--- src/rtl/coeff_fetch_seq.sv ---
// coeff_fetch_seq
// ---------------
// Coefficient ROM read sequencer for the piecewise-polynomial engine.
// When a segment index is accepted, it issues ORDER+1 reads, highest power
// first, so the Horner MAC sees the coefficients in the order it consumes them.
// A tag pipe that is MEM_LAT stages deep delays {valid, idx, last} by the
// memory latency. Its output therefore lines up with the read data.
//
// Ports
//   clkn_i        clock (rising edge active)
//   rst_i         asynchronous active-high reset
//   req_valid_i   segment request valid
//   seg_i         segment index
//   req_ready_o   request accepted when valid & ready at an edge
//   stall_i       datapath busy; blocks new read issue
//   flush_i       synchronous abort of the current sequence
//   mem_rd_en_o   memory read strobe
//   mem_addr_o    memory read address (0 when no read)
//   coef_valid_o  memory data valid this cycle
//   coef_idx_o    coefficient power of the current data
//   coef_last_o   current data is coefficient 0
//   done_o        one-cycle pulse when a segment is fully delivered
//   busy_o        sequencer not idle
module coeff_fetch_seq #(
    parameter int ADDR_LINES = 6,
    parameter int SEG_BITS   = 3,
    parameter int ORDER      = 3,
    parameter int MEM_LAT    = 1
) (
    input  logic                  clkn_i,
    input  logic                  rst_i,
    input  logic                  req_valid_i,
    input  logic [SEG_BITS-1:0]   seg_i,
    output logic                  req_ready_o,
    input  logic                  stall_i,
    input  logic                  flush_i,
    output logic                  mem_rd_en_o,
    output logic [ADDR_LINES-1:0] mem_addr_o,
    output logic                  coef_valid_o,
    output logic [((ORDER > 0) ? $clog2(ORDER + 1) : 1)-1:0] coef_idx_o,
    output logic                  coef_last_o,
    output logic                  done_o,
    output logic                  busy_o
);

    localparam int IW = (ORDER > 0) ? $clog2(ORDER + 1) : 1;

    typedef enum logic [1:0] {
        IDLE,
        ISSUE,
        DRAIN
    } state_t;

    state_t                state_q, state_d;
    logic [IW-1:0]         idx_q, idx_d;
    logic [SEG_BITS-1:0]   seg_q, seg_d;

    logic [MEM_LAT-1:0]          tagValid_q;
    logic [MEM_LAT-1:0][IW-1:0]  tagIdx_q;
    logic [MEM_LAT-1:0]          tagLast_q;

    logic tagOutValid;
    logic tagOutLast;

    assign tagOutValid = tagValid_q[MEM_LAT-1];
    assign tagOutLast  = tagLast_q[MEM_LAT-1];

    // The address is formed modulo 2^ADDR_LINES. The parameter constraint
    // guarantees that seg*(ORDER+1)+idx never wraps, so this equals the
    // full-width sum truncated to the address width.
    always_comb begin
        mem_rd_en_o = (state_q == ISSUE) && !stall_i && !flush_i;
        mem_addr_o  = '0;
        if (mem_rd_en_o) begin
            mem_addr_o = ADDR_LINES'(seg_q) * ADDR_LINES'(ORDER + 1)
                       + ADDR_LINES'(idx_q);
        end
    end

    // req_ready_o also drops while reset is held, so nothing appears
    // acceptable until the block is actually running.
    assign req_ready_o  = (state_q == IDLE) && !flush_i && !rst_i;
    assign busy_o       = (state_q != IDLE);
    assign coef_valid_o = tagOutValid;
    assign coef_idx_o   = tagIdx_q[MEM_LAT-1];
    assign coef_last_o  = tagOutLast;
    assign done_o       = tagOutValid & tagOutLast;

    // Next-state logic. Flush overrides every other transition.
    always_comb begin
        state_d = state_q;
        idx_d   = idx_q;
        seg_d   = seg_q;
        if (flush_i) begin
            state_d = IDLE;
            idx_d   = '0;
        end else begin
            case (state_q)
                IDLE: begin
                    if (req_valid_i) begin
                        seg_d   = seg_i;
                        idx_d   = IW'(ORDER);
                        state_d = ISSUE;
                    end
                end
                ISSUE: begin
                    if (!stall_i) begin
                        if (idx_q == '0) begin
                            state_d = DRAIN;
                        end else begin
                            idx_d = idx_q - IW'(1);
                        end
                    end
                end
                DRAIN: begin
                    if (tagOutValid && tagOutLast) begin
                        state_d = IDLE;
                    end
                end
                default: begin
                    state_d = IDLE;
                end
            endcase
        end
    end

    always_ff @(posedge clkn_i or posedge rst_i) begin
        if (rst_i) begin
            state_q <= IDLE;
            idx_q   <= '0;
            seg_q   <= '0;
        end else begin
            state_q <= state_d;
            idx_q   <= idx_d;
            seg_q   <= seg_d;
        end
    end

    // Tag pipe. A bubble carries idx=0 and last=0, so the tag outputs stay
    // quiet between coefficients.
    always_ff @(posedge clkn_i or posedge rst_i) begin
        if (rst_i) begin
            tagValid_q <= '0;
            tagIdx_q   <= '0;
            tagLast_q  <= '0;
        end else if (flush_i) begin
            tagValid_q <= '0;
            tagIdx_q   <= '0;
            tagLast_q  <= '0;
        end else begin
            tagValid_q[0] <= mem_rd_en_o;
            tagIdx_q[0]   <= mem_rd_en_o ? idx_q : '0;
            tagLast_q[0]  <= mem_rd_en_o && (idx_q == '0);
            for (int i = 1; i < MEM_LAT; i++) begin
                tagValid_q[i] <= tagValid_q[i-1];
                tagIdx_q[i]   <= tagIdx_q[i-1];
                tagLast_q[i]  <= tagLast_q[i-1];
            end
        end
    end

endmodule
--- config.mk ---
export PLATFORM = sky130hd
export DESIGN_NAME = coeff_fetch_seq
export DESIGN_NICKNAME = d
export VERILOG_FILES = /design/src/rtl/coeff_fetch_seq.sv
export SDC_FILE = /design/constraint.sdc
export NUM_CORES = 1
export LEC_CHECK = 0
export ABC_AREA = 0
export CORE_MARGIN = 2
export CORE_UTILIZATION = 30
export DETAILED_ROUTE_END_ITERATION = 8
export GPL_TIMING_DRIVEN = 0
export PLACE_DENSITY = 0.59
export RECOVER_POWER = 25
export SETUP_SLACK_MARGIN = 0.05
export SLEW_MARGIN = 0
export SYNTH_ARGS = -nofsm -noshare
export SYNTH_HDL_FRONTEND = slang
export SYNTH_SLANG_ARGS = --single-unit
--- constraint.sdc ---
create_clock -name clkn_i -period 2 [get_ports clkn_i]
set_input_delay 0.6 -clock clkn_i [delete_from_list [all_inputs] [get_ports clkn_i]]
set_output_delay 0.6 -clock clkn_i [all_outputs]
set_load 0.02 [all_outputs]
==> results of run 1 <==
## final cells by class
class / instances / area (sq um)
Timing Repair Buffer: 24 / 221
Inverter: 3 / 11.3
Multi-Input combinational cell: 31 / 289
Tap cell: 27 / 33.8
Clock buffer: 4 / 26.3
Sequential cell: 11 / 275
Buffer: 4 / 45.0
Fill cell: 199 / 1040
## registers in the layout, summed over array words and instances, names as in the netlist
name / flops
state_q: 2
seg_q: 3
coef_last_o: 1
coef_valid_o: 1
idx_q: 2
coef_idx_o: 2
## path summary, 6_finish.rpt
check                      slack, ns            end  depth (start not counted)  startpoint
max                            0.001  mem_addr_o[2]                          5     flush_i
min                             0.47       seg_q[0]                          2       rst_i
max reg2reg                     0.54       idx_q[1]                          5    idx_q[0]
min reg2reg                     0.51       seg_q[0]                          1    seg_q[0]
max in group asynchronous       1.23   coef_valid_o                          2       rst_i
min in group clkn_i             0.51       seg_q[0]                          1    seg_q[0]
## report_power, final
part	switching, mW	internal (mW)	total (mW)
Sequential	0.0153	0.247	0.262
Clock	0.0666	0.0769	0.144
Combinational	0.0673	0.0875	0.155
## cells by family (layout without fill, tap and decap cells)
kind of cell	count (synthesis)	count (layout)	synth area share, %
other	1	1	0.614
DFF	11	11	45.1
AOI/OAI and AO/OA	4	4	4.71
adders and majority gates	1	1	2.05
muxes	3	3	7.38
buffers and inverters	7	35	9.22
and+or+nand+nor	22	22	30.9
## worst max-delay path, stage by stage
cell	delay, ns
buf_6	0.12
nor4b_4	0.24
buf_4	0.18
and2_2	0.15
buf_6	0.11
## layout by cell type (no fill, tap or decap), types with 2 or more instances in the layout
master | synthesis | layout
clkbuf_4 | 0 | 3
clkdlybuf4s50_1 | 0 | 8
inv_1 | 3 | 3
nor4b_4 | 3 | 3
buf_2 | 0 | 3
mux2_4 | 3 | 3
dfrtp_1 | 11 | 11
dlygate4sd2_1 | 0 | 2
and2_1 | 9 | 4
a211oi_1 | 2 | 2
and2_2 | 0 | 2
buf_6 | 2 | 7
and2_4 | 0 | 3
buf_4 | 1 | 6
buf_8 | 1 | 2
nor3_1 | 3 | 3
## layer usage
layer	up-vias	GRT usage [%]	routed length (um)
met3	0	2.76	55
met5	-	0	0
li1	222	-	-
met2	11	18.5	568
met1	203	15.6	561
met4	0	5.71	0
## stage by stage
stage / instances / hold slack (ns)
2_1_floorplan: 49 / 0.452
3_3_place_gp: 95 / 0.489
3_5_place_dp: 95 / 0.489
4_1_cts: 103 / 0.487
5_1_grt: 104 / 0.509
6_report: 104 / 0.473
## timing repair
action                     CTS  global route
setup buffers                4             1
hold endpoints to repair     0             0
setup endpoints to repair    9             7
pin swaps                    2             0
resized for setup           53             2
==> reports/metrics.yaml, run 1 <==
cp_data_required_time_ns: 1.40
grt_first_pass_wirelength_um: 2190
endpoint_kind: "output port"
start_util_pct: 31.4
clockBufferDepth: 2
dpl-instance-area_sq_um: 841
synth.cell_area_sq_um: 611
vdd_drop_max_mv: 0.374
grt_setup_unrepaired: "true"
cp_data_arrival_time_ns: 1.40
setup-violations-final: 0
hold_viol: 0
die_w_um: 49.1
core_sq_um: 1940
worst_slack_ns: 0.00110
synth_commonest_cells: "dfrtp_1 (11), and2_1 (9)"
track_usage_pct: 11.9
p_per_area_nw_per_um2: 621
area_growth_pct: 47.7
yosysTopAreaCell: "dfrtp_1"
min_path_type: "in -> async"
finalSetupTns_ns: 0
grt_max_degree: 12
routabilityCongestion: 0.740
synthCells: 49
seq_area_frac_synth_pct: 45.1
rows: 16
synth_edf_count: 0
pre_cts_ws_ns: -1.04
period_share_pct: 99.9
num_vias: 436
numCtsBuffers: 3
ys_ff_latch: 11
fp.dieH_um: 49.1
total_power_uw: 560
synthArstFlopShare_pct: 100
grt_antenna_before_repair: 0
synthTopCellsByArea: "dfrtp_1 (45%), nor4b_4 (12%), and2_1 (9.2%)"
io_pins: 22
period_minus_slack_ns: 2.00
cts_tree: "done"
drc: 0
ys_types: 21
die-area_sq_um: 2410
htree_levels: 1
crit_type: "in -> out"
routed_via_density: 4.19
cts-root-buf: "clkbuf_4"
fin_nets: 87
cap_violations: 0
p_leak_nw: 0.421
clkLatencyLatePin_ns: 0.26
dp_hpwl_um: 833
synth_warnings: 0
fin_skew_ns: 0.00471
first_pass_iters: 4
synth-main-ff-cell: "dfrtp_1"
status: "complete, no violations"
final_area_sq_um: 902
syn_nets: 58
io_buffers: 19
drtAntennaViolNets: 0
postLayoutCoreUtil_pct: 46.5
synth_top_area_share_pct: 45.1
antenna_cells: 0
drt-total-wl_um: 1190
postSynthAreaPerCell_sq_um: 12.5
ctsHoldBuffers: 0
first_global_vias: 471
max_clock_freq_ghz: 0.500
drt_iter0_markers: 6
worstSetupStartpointType: "primary input"
post_drt_wl_per_cell_um: 11.4
worstPathMaxFanout: 8
yosysMostFrequentCell: "dfrtp_1"
path_clk_slew_ns: 0.07
slew_violations: 0
drive_above_1_share_pct: 42.9
clock_sinks: 11
grt-ovfl-total: 0
No activity file was read; power rests on OpenSTA's default activity.
==> run 2, diff against run 1 <==
--- a/config.mk
+++ b/config.mk
@@ -9,7 +9,6 @@
 export CORE_MARGIN = 2
 export CORE_UTILIZATION = 30
 export DETAILED_ROUTE_END_ITERATION = 8
-export GPL_TIMING_DRIVEN = 0
 export PLACE_DENSITY = 0.59
 export RECOVER_POWER = 25
 export SETUP_SLACK_MARGIN = 0.05
==> reports/metrics.yaml, run 2 (synthesis gave the netlist of run 1 again) <==
antenna_cells: 0  # unchanged
grtUsageMet2_pct: 20.9  # +2.5 points
first_global_vias: 472  # +0.21%
drt-total-wl_um: 1330  # +12%
clock_sinks: 11  # unchanged
cpLargestDelayFamily: "simple AND/OR/NAND/NOR gates"
rows: 16  # unchanged
worst_slack_ns: -0.0385  # -0.0396 ns
clockBufferDepth: 2  # unchanged
path_depth: 5  # unchanged
largest_reg_flops: 3  # unchanged
mostFrequentLayoutCells: "dfrtp_1 (11), buf_4 (9), clkdlybuf4s50_1 (8), buf_6 (8), and2_4 (5)"
dp_hpwl_um: 974  # +17%
final_area_sq_um: 930  # +3.1%
total_power_uw: 582  # +3.9%
multi_input_area_sq_um: 307  # +6.1%
io_pins: 22  # unchanged
status: "finished with violations"
area_growth_pct: 52.3
min_path_type: "in -> async"
drc: 0  # unchanged
pre_cts_ws_ns: -0.891  # +0.146 ns
worstSetupStartpointType: "primary input"
grt.busiest_layer: "met2"
fin_nets: 88  # +1.1%
htree_levels: 1  # unchanged
post_drt_wl_per_cell_um: 12.7  # +11%
track_usage_pct: 12.0  # +0.031 points
die_w_um: 49.1  # unchanged
violations: "setup timing"
numCtsBuffers: 3  # unchanged
slew_violations: 0  # unchanged
cap_violations: 0  # unchanged
fill_cells: 198  # -0.50%
core_sq_um: 1940  # unchanged
dpl-instance-area_sq_um: 858  # +2.1%
grt_first_pass_wirelength_um: 2130  # -2.5%
regArea_sq_um: 275  # unchanged
critPathLaunch: "flush_i"
worstPathMaxFanout: 5  # -3
grt_antenna_before_repair: 0  # unchanged
rrSetupSlack_ns: 0.59  # +0.05 ns
cp_data_arrival_time_ns: 1.44  # +0.04 ns
critPathBufInv: 3  # unchanged
num_vias: 462  # +6.0%
p_leak_nw: 0.430  # +2.1%
max_stage_delay_ns: 0.30  # +0.06 ns
largest-register: "seg_q"
r2r_end: "idx_q[0]"
crit_type: "in -> out"
path_clk_slew_ns: 0.08  # about the same
max_clock_freq_ghz: 0.491  # -1.9%
grt_setup_unrepaired: "true"
met1_usage_pct: 13.0  # -2.6 points
cts-root-buf: "clkbuf_4"
layout_commonest_cell: "dfrtp_1"
endpoint_kind: "output port"
first_pass_iters: 4  # unchanged
use_met3_pct: 2.76  # unchanged
grt-ovfl-total: 0  # unchanged
period_minus_slack_ns: 2.04  # +0.0396 ns
io_buffers: 20  # +1
fin_skew_ns: 0.00475  # +0.0000388 ns
clkLatencyLatePin_ns: 0.27  # about the same
routed_via_density: 4.40  # +5.0%
die-area_sq_um: 2410  # unchanged
drive_above_1_share_pct: 46.2  # +3.3 points
drtAntennaViolNets: 0  # unchanged
endpoint: "mem_addr_o[1]"
fp.dieH_um: 49.1  # unchanged
vdd_drop_max_mv: 0.461  # +23%
start_util_pct: 31.4  # unchanged
cts_tree: "done"
critPathSlowestCell: "nor4b_4"
grt_max_degree: 12  # unchanged
routabilityCongestion: 0.764  # +3.2%
p_per_area_nw_per_um2: 626  # +0.79%
cp_data_required_time_ns: 1.40  # about the same
hold_viol: 0  # unchanged
r2r_start: "idx_q[0]"
setup-violations-final: 5  # +5
worstRegToRegCells: 5  # unchanged
period_share_pct: 102  # +2.0 points
crit_chain: "buf_8 > nor4b_4 > buf_4 > and2_4 > buf_6"
drt_iter0_markers: 3  # -3
==> run 2: how the worst min path moves through the flow <==
stage | slack, ns | cells after the start | startpoint | endpoint
after CTS | 0.49 | 2 | rst_i | seg_q[1]
final | 0.49 | 2 | rst_i | idx_q[0]
after detailed placement | 0.48 | 1 | seg_q[0] | seg_q[0]
after global placement | 0.49 | 1 | seg_q[0] | seg_q[0]
after floorplan | 0.45 | 1 | rst_i | coef_idx_o[0]
after global routing | 0.54 | 2 | rst_i | idx_q[0]
==> run 2: cell type report <==
| cell class | instances | share of cell area, % |
|---|---|---|
| Clock buffer | 3 | 2.42 |
| Clock inverter | 1 | 0.538 |
| Inverter | 3 | 1.21 |
| Multi-Input combinational cell | 31 | 33.0 |
| Sequential cell | 11 | 29.6 |
| Tap cell | 27 | 3.63 |
| Timing Repair Buffer | 29 | 29.6 |
==> run 2: timing repair <==
item                                    4_1_cts  5_1_grt
buffers inserted                              1        1
pin swaps                                     2        4
endpoints found under the setup margin        9        8
cloned                                        1        0
hold buffers                                  0        0
gates resized for setup                      55       15
==> run 2: report_power, final <==
| group | switching, mW | total, mW | internal, mW |
|---|---|---|---|
| clock network | 0.0828 | 0.157 | 0.0741 |
| logic | 0.0701 | 0.160 | 0.0901 |
| registers | 0.0183 | 0.265 | 0.246 |
==> run 2: through the flow <==
step	cells	setup TNS (ns)	util (%)	hold WS, ns
after global routing	105	-0.330	47.9	0.536
after floorplan	49	-0.673	-	0.452
after global placement	99	-5.96	44.2	0.492
after CTS	105	-0.196	45.5	0.487
after detailed placement	99	-6.44	44.2	0.485
final	105	-0.171	47.9	0.486
==> run 2: layer usage <==
layer	routed length [um]	part of all wire [%]
met1	548	41
met4	15	1.1
met5	0	0
met2	698	52
met3	67	5.0
